--- src/rtl/and_4_bit_arbiter.sv ---
// Round-robin arbiter sharing one 4-bit AND unit between four requesters.
// Each operation runs IDLE -> GRANT -> DONE and returns a one-cycle ack to the winner.

module and_4_bit (
  output logic [3:0] y,
  input  logic [3:0] a,
  input  logic [3:0] b
);

  assign y = a & b;

endmodule

module and_4_bit_arbiter (
  input  logic        clk,
  input  logic        rst,
  input  logic [3:0]  req,
  input  logic [15:0] a_in,
  input  logic [15:0] b_in,
  output logic [3:0]  ack,
  output logic [3:0]  result,
  output logic [1:0]  grant_id,
  output logic        busy
);

  localparam logic [1:0] ST_IDLE  = 2'd0;
  localparam logic [1:0] ST_GRANT = 2'd1;
  localparam logic [1:0] ST_DONE  = 2'd2;

  logic [1:0] state_q,    state_d;
  logic [1:0] ptr_q,      ptr_d;
  logic [3:0] op_a_q,     op_a_d;
  logic [3:0] op_b_q,     op_b_d;
  logic [1:0] grant_id_q, grant_id_d;
  logic [3:0] ack_q,      ack_d;
  logic [3:0] result_q,   result_d;

  logic [3:0] and_y;
  logic [1:0] winner;
  logic [1:0] cand;
  logic       found;

  and_4_bit u_and (
    .y (and_y),
    .a (op_a_q),
    .b (op_b_q)
  );

  // Search ptr, ptr+1, ... (mod 4); the first requester found wins.
  // NOTE: every variable written in an always_comb gets a default at the top,
  // so no path leaves it unassigned and no latch is inferred.
  always_comb begin
    found  = 1'b0;
    winner = ptr_q;
    cand   = ptr_q;
    for (int k = 0; k < 4; k++) begin
      cand = ptr_q + 2'(k);
      if (!found && req[cand]) begin
        found  = 1'b1;
        winner = cand;
      end
    end
  end

  always_comb begin
    state_d    = state_q;
    ptr_d      = ptr_q;
    op_a_d     = op_a_q;
    op_b_d     = op_b_q;
    grant_id_d = grant_id_q;
    ack_d      = 4'b0000;
    result_d   = result_q;
    case (state_q)
      ST_IDLE: begin
        if (found) begin
          op_a_d     = a_in[{winner, 2'b00} +: 4];
          op_b_d     = b_in[{winner, 2'b00} +: 4];
          grant_id_d = winner;
          ptr_d      = winner + 2'd1;
          state_d    = ST_GRANT;
        end
      end
      ST_GRANT: begin
        result_d = and_y;
        ack_d    = 4'b0001 << grant_id_q;
        state_d  = ST_DONE;
      end
      ST_DONE: begin
        state_d = ST_IDLE;
      end
      default: begin
        state_d = ST_IDLE;
      end
    endcase
  end

  // A reset mid-operation clears the latched operands too, so the in-flight
  // operation is dropped and never acknowledged.
  // NOTE: state registers use non-blocking assignments so every flop samples
  // the values from before the edge, independent of statement order.
  always_ff @(posedge clk or posedge rst) begin
    if (rst) begin
      state_q    <= ST_IDLE;
      ptr_q      <= 2'd0;
      op_a_q     <= 4'd0;
      op_b_q     <= 4'd0;
      grant_id_q <= 2'd0;
      ack_q      <= 4'd0;
      result_q   <= 4'd0;
    end else begin
      state_q    <= state_d;
      ptr_q      <= ptr_d;
      op_a_q     <= op_a_d;
      op_b_q     <= op_b_d;
      grant_id_q <= grant_id_d;
      ack_q      <= ack_d;
      result_q   <= result_d;
    end
  end

  assign ack      = ack_q;
  assign result   = result_q;
  assign grant_id = grant_id_q;
  assign busy     = (state_q != ST_IDLE);

endmodule
--- config.mk ---
export PLATFORM = sky130hd
export DESIGN_NAME = and_4_bit_arbiter
export DESIGN_NICKNAME = d
export VERILOG_FILES = /design/src/rtl/and_4_bit_arbiter.sv
export SDC_FILE = /design/constraint.sdc
export NUM_CORES = 1
export LEC_CHECK = 0
export CORE_MARGIN = 3
export CORE_UTILIZATION = 38
export CTS_CLUSTER_DIAMETER = 150
export DETAILED_ROUTE_END_ITERATION = 8
export MAX_ROUTING_LAYER = met4
export PLACE_DENSITY = 0.82
export SYNTH_ARGS = -nofsm -noshare
export SYNTH_HDL_FRONTEND = slang
export SYNTH_SLANG_ARGS = --single-unit
--- constraint.sdc ---
create_clock -name clk -period 2 [get_ports clk]
set_input_delay 0.3 -clock clk [delete_from_list [all_inputs] [get_ports clk]]
set_output_delay 0.3 -clock clk [all_outputs]
set_load 0.01 [all_outputs]
# ---- Yosys cells after proc, flatten, opt, wreduce, memory -nomap -nowiden
# Index checks and enable logic that the tools add are counted.
dict set report word_totals {
  regBits 22
  out_inout_bits 11
  elab_cells 48
}
dict set report op_classes {
  mux 18
  n_reduce_logical 9
  n_addsub 4
  shift 3
  bitwise 1
  magnitude_cmp 4
  eq_ne 2
}
# cell count
set op_table {}
lappend op_table {{variable part select 16 x 5 -> 4 bit} 2}
lappend op_table {{< comparator 2 x 3 -> 1 bit (second input constant)} 4}
lappend op_table {{binary-select mux 1 bit (select 2 bit)} 4}
lappend op_table {{two-way mux 1 bit} 8}
lappend op_table {{two-way mux 2 bit} 4}
lappend op_table {{adder 2 x 1 -> 2 bit (second input constant)} 2}
lappend op_table {{adder 2 bit (second input constant)} 2}
lappend op_table {{AND 4 bit} 1}
lappend op_table {{two-way mux 4 bit} 1}
lappend op_table {{case mux 2 bit (2 select lines)} 1}
lappend op_table {{<< shifter 1 x 2 -> 4 bit (first input constant)} 1}
lappend op_table {{logical AND 1 bit} 3}
lappend op_table {{zero test 1 bit} 3}
lappend op_table {{equality test 2 x 1 -> 1 bit (second input constant)} 1}
lappend op_table {{zero test 2 bit} 1}
lappend op_table {{!= test 2 bit (second input constant)} 1}
lappend op_table {{AND reduction 2 bit} 1}
lappend op_table {{nonzero test 2 bit} 1}

# ---- Longest topological paths before layout
dict set report depth {
  word_depth 14
  depth_mapped 6
}

# ---- Cells and area by module
# Synthesis repeated with hierarchy kept, for this count alone.
dict set report hier_totals {
  cells_unflattened 114
  hier_area_um2 1229.9
}
# mod area_per_inst_um2 cells_per_inst instances
set modules_own_cells {}
lappend modules_own_cells {and_4_bit_arbiter 1204.9 110 1}
lappend modules_own_cells {and_4_bit 25.0 4 1}

# ---- Worst setup path before layout
# No wires, ideal clock.
dict set report synth_timing {
  path_kind {register to register}
  startpoint {register ptr_q[1]}
  endpoint {register op_b_q[3]}
  setup_ps 120
  path_slack_ps -15
  stages_incl_launch_ff 7
  arrival_ps 1895
  t_required_ps 1880
  synth_period_minus_slack_ps 2015
  path_buffers 1
  cell_sequence {dfrtp_1 -> nor2b_1 -> a2111oi_4 -> nor2_2 -> buf_6 -> or4b_1 -> o211a_1}
}
dict set report synth_via {
  elab_chain_len 13
  word_cells_on_any_way 26
  cone_classes {3 x add/sub; 1 x shift; 15 x mux; 7 x reduce/logical}
}
# item line_no
set synth_rtl {}
lappend synth_rtl {{start: declaration} 31} ;# logic [1:0] ptr_q, ptr_d;
lappend synth_rtl {{start signal: assignment} 112} ;# ptr_q <= ptr_d;
lappend synth_rtl {{parallel branches: the longest is 13 deep, another holds adder 2 x 1 -> 2 bit} --}
lappend synth_rtl {{end signal: assignment} 114} ;# op_b_q <= op_b_d;
lappend synth_rtl {{end: declaration} 33} ;# logic [3:0] op_b_q, op_b_d;
# Parallel ways; which one is timed is not known. The select of a mux whose other input is x is not followed.
# A chain may end at the register's enable or synchronous reset.

# ---- Worst setup path after layout
# Same ends and word-level chain as after synthesis.

==> impl_results.md <==
- Worst r2r path cells: 6
- Utilization after layout: approximately 71%
- RSZ-0062 raised after global routing: true
- Top Usage Layer GRT: met2
- Iteration-0 DRC count of the detailed router: 45
- Cell Area, Placed: 0.00189 mm2
- Register bit count reported by yosys: 22
- Post-synthesis sequential area ratio: 46.0%
- Initial Utilization: approximately 42%
- Syn nets: roughly 150
- Post-Synthesis Cell Area: roughly 0.0012 mm2
- Final worst slack: -0.0402 ns
- Synth Area in Compound Gates: a little under a quarter
- Routed WL: between 3000 and 4000 um
- Main synth FF type: dfrtp_1
- Nets: roughly 240
- Area of the core: ~0.0029 mm2
- Clock Pin Slew Worst Setup and Hold Paths: approximately 0.11 ns
- DRC: 0
- Post-Synth Adder-Cell Area: 0%
- Cell Rows: 19
- Reg2reg start: ptr_q[1]
- Design area: approximately 0.0021 mm2
- CP Launch Type: flip-flop
- Main combinational cell family by area after synthesis: compound AO/OA/AOI/OAI gates
- M1 GR Usage: 22.5%
- # fillers: about 210
- Layout cells sized above 1: 28.1%
- Num Clock Sinks: 22
- FFs w/ async S/R, synth: 100%
- R2R setup slack: -0.04 ns
- Hold Path Class: input port to asynchronous set/reset pin
- Crit path DAT: approximately 2.2 ns
- Cts bufs inserted: 3
- Worst Max-Slew Pin Slew: 0.463 ns
- Maximum clock path buffer count: 2
- Max H-tree Level: 1
- Fmax: between 400 and 500 MHz
- Run status: finished, violations left
- CTS tree: done
- GRT Util Overall: 19.2%
- GPL Wtd Cong: slightly above 0.8
- Critical Path RT: between 2 and 2.5 ns
- Crit-path cells: nor2b_4 > a2111oi_4 > nor2_4 > buf_6 > or4b_4 > o211a_1
- Cts hold-fix bufs: 0
- Tmin final: between 2 and 2.5 ns
- HPWL Detailed: ~2800 um
- Int Pwr: 1.59 mW
- R2R Path End: op_b_q[3]
- Final Hold Fails: 0
- Port Buf Inserts: 48
- Overall Power: 2.52 mW
- Peak supply drop: between 0.5 and 0.6 mV
- Area grow syn2layout: 71.9%
- GR Layer Usage met3: 1.62%
- Drt via density: between 5 and 6
- Simple-gate share of the synthesized area: about a fifth
- Synth Warn #: 0
- Endpoint class of the critical path: flip-flop
- Synth cell types: 35
- Endpoints failing setup: 4
- Post-synthesis xor/xnor area fraction: 0.732%
- Register share of total power: 31.1%
- Die height: around 62 um
- Worst Path Max Fanout: 6
- Post-synthesis average cell area: 10.3 um2
- Sw Ratio: between 30% and 40%
- Post-DRT Antenna Nets: 0
- Period utilisation layout: 102%
- CP bufs+invs: 1
- CTS root buf: clkbuf_4
- First-pass GRT wire length: about 5700 um
- Crit path max-delay family: simple AND/OR/NAND/NOR gates
- N_diodes: 0
- Slew HR: around two thirds
- Die ar.: 0.00386 mm2
- M2 GR Usage: between 30% and 40%
- Largest net degree at the start of global routing: 23
- Initial antenna violation count: 0
- Failing checks: negative setup slack
- NetSw: about 0.93 mW
- CP max stage delay: 0.51 ns
- Syn Inst Count: 116
- DR vias: around 1200
- IO Pins: slightly below 50
- CP max-delay cell: or4b_4
- Critical setup path kind: flip-flop to flip-flop
- Clock Power Share: between 7 and 8%
- Max Cap Viol: 0
- Pre-antenna DRT Iters: 4
- Post-synthesis mux area share: under 10%
- Congestion Overflow GR: 0
- Max-slew violations: 0
- Clock skew: ~0.0038 ns
- Clk_lat worst skew: between 0.3 and 0.4 ns
- Post-synth EDFFs: 0
- PD cells: about 1200 mW/mm2
- Lkg Pwr: between 0.9 and 1 nW
- Vias in the first global route: approximately 1200
- Die width: between 60 and 70 um
- Combinational Power Share: between 60% and 70%
- WL per Instance: 14.9 um
==> area by class of cell <==
class	count	area [um2]	area share (%)
Inverter	3	11.3	0.548
Clock buffer	3	22.5	1.10
Tap cell	42	52.6	2.56
Multi-Input combinational cell	89	683	33.2
Sequential cell	22	551	26.8
Timing Repair Buffer	79	736	35.8
==> cells by family after synthesis <==
group,Yosys count
buf+inv,5
mux,8
flops,22
simple gates,45
xor+xnor,1
compound gates,35
==> flip-flops by register name (all words and copies together), names as in the netlist <==
register and count:
state_q 2, ack 4, op_a_q 4, grant_id 2, result 4, ptr_q 2
op_b_q 4
==> power groups by stage <==
stage          Sequential (mW)  Combinational, mW  Clock [mW]
2_1_floorplan            0.798              0.696           0
3_5_place_dp             0.788               1.34           0
6_report                 0.785               1.55       0.193
4_1_cts                  0.778               1.49       0.195
3_3_place_gp             0.775               1.29           0
5_1_grt                  0.806               1.67       0.218
==> cells in the mapped netlist, types with 2 or more instances <==
cell type / n / area (um2)
dfrtp_1: 22 / 551
nand2_1: 12 / 45.0
nand3_1: 10 / 50.1
o21ai_0: 9 / 45.0
a21oi_1: 6 / 30.0
a221o_1: 6 / 60.1
nor2_1: 6 / 22.5
nor2b_1: 5 / 31.3
mux2_4: 4 / 60.1
inv_1: 3 / 11.3
mux2_2: 3 / 33.8
nor3_1: 3 / 15.0
a21o_1: 2 / 15.0
nand2b_1: 2 / 12.5
o21a_1: 2 / 15.0
o31ai_1: 2 / 15.0
==> through the flow <==
step / instances / setup slack [ns] / hold slack (ns) / setup TNS (ns)
4_1_cts: 237 / -0.000187 / 0.328 / -0.000187
6_report: 238 / -0.0402 / 0.321 / -0.0750
3_3_place_gp: 228 / -0.411 / 0.451 / -3.22
3_5_place_dp: 228 / -0.477 / 0.463 / -3.88
2_1_floorplan: 116 / 0.0385 / 0.289 / 0
5_1_grt: 238 / -0.101 / 0.355 / -0.484
==> layer usage <==
metal | wire length, um | vias to the layer above
li1 | - | 598
met1 | 1410 | 585
met2 | 1850 | 53
met3 | 184 | 6
met4 | 97 | 0
met5 | 0 | -
==> cells in the final DEF, fill, tap and decap left out, types with 2 or more instances in the layout <==
cell type / synthesis / final
nor2b_1: 5 / 3
buf_6: 1 / 5
nand3_1: 10 / 10
clkbuf_4: 0 / 3
dfrtp_1: 22 / 22
mux2_2: 3 / 3
inv_1: 3 / 3
nand2b_1: 2 / 2
mux2_4: 4 / 4
dlymetal6s2s_1: 0 / 2
clkdlybuf4s50_1: 0 / 45
o21ai_0: 9 / 9
nand2_1: 12 / 12
buf_4: 0 / 26
a21o_1: 2 / 2
a221o_1: 6 / 6
nor2_1: 6 / 5
a21oi_1: 6 / 6
nor3_2: 0 / 2
==> how the worst max path moves through the flow <==
| stage | startpoint | end | slack, ns | depth (start not counted) |
|---|---|---|---|---|
| after floorplan | ptr_q[1] | op_b_q[3] | 0.04 | 6 |
| after global placement | req[2] | op_a_q[1] | -0.41 | 6 |
| after detailed placement | req[2] | op_a_q[1] | -0.48 | 6 |
| after CTS | ptr_q[1] | op_a_q[1] | -0.0002 | 6 |
| after global routing | ptr_q[1] | op_a_q[1] | -0.10 | 6 |
| final | ptr_q[1] | op_b_q[3] | -0.04 | 6 |
==> what timing repair did <==
item | 4_1_cts | 5_1_grt
setup endpoints to repair | 8 | 8
buffers inserted | 6 | 1
gates resized for setup | 12 | 9
pin swaps | 3 | 5
==> worst register-to-register path: stages (launching register included) <==
cell       delay [ns]
dfrtp_1          0.45
nor2b_4          0.16
a2111oi_4        0.39
nor2_4           0.13
buf_6            0.15
or4b_4           0.51
o211a_1          0.14
(Power assumes the default switching activity.)
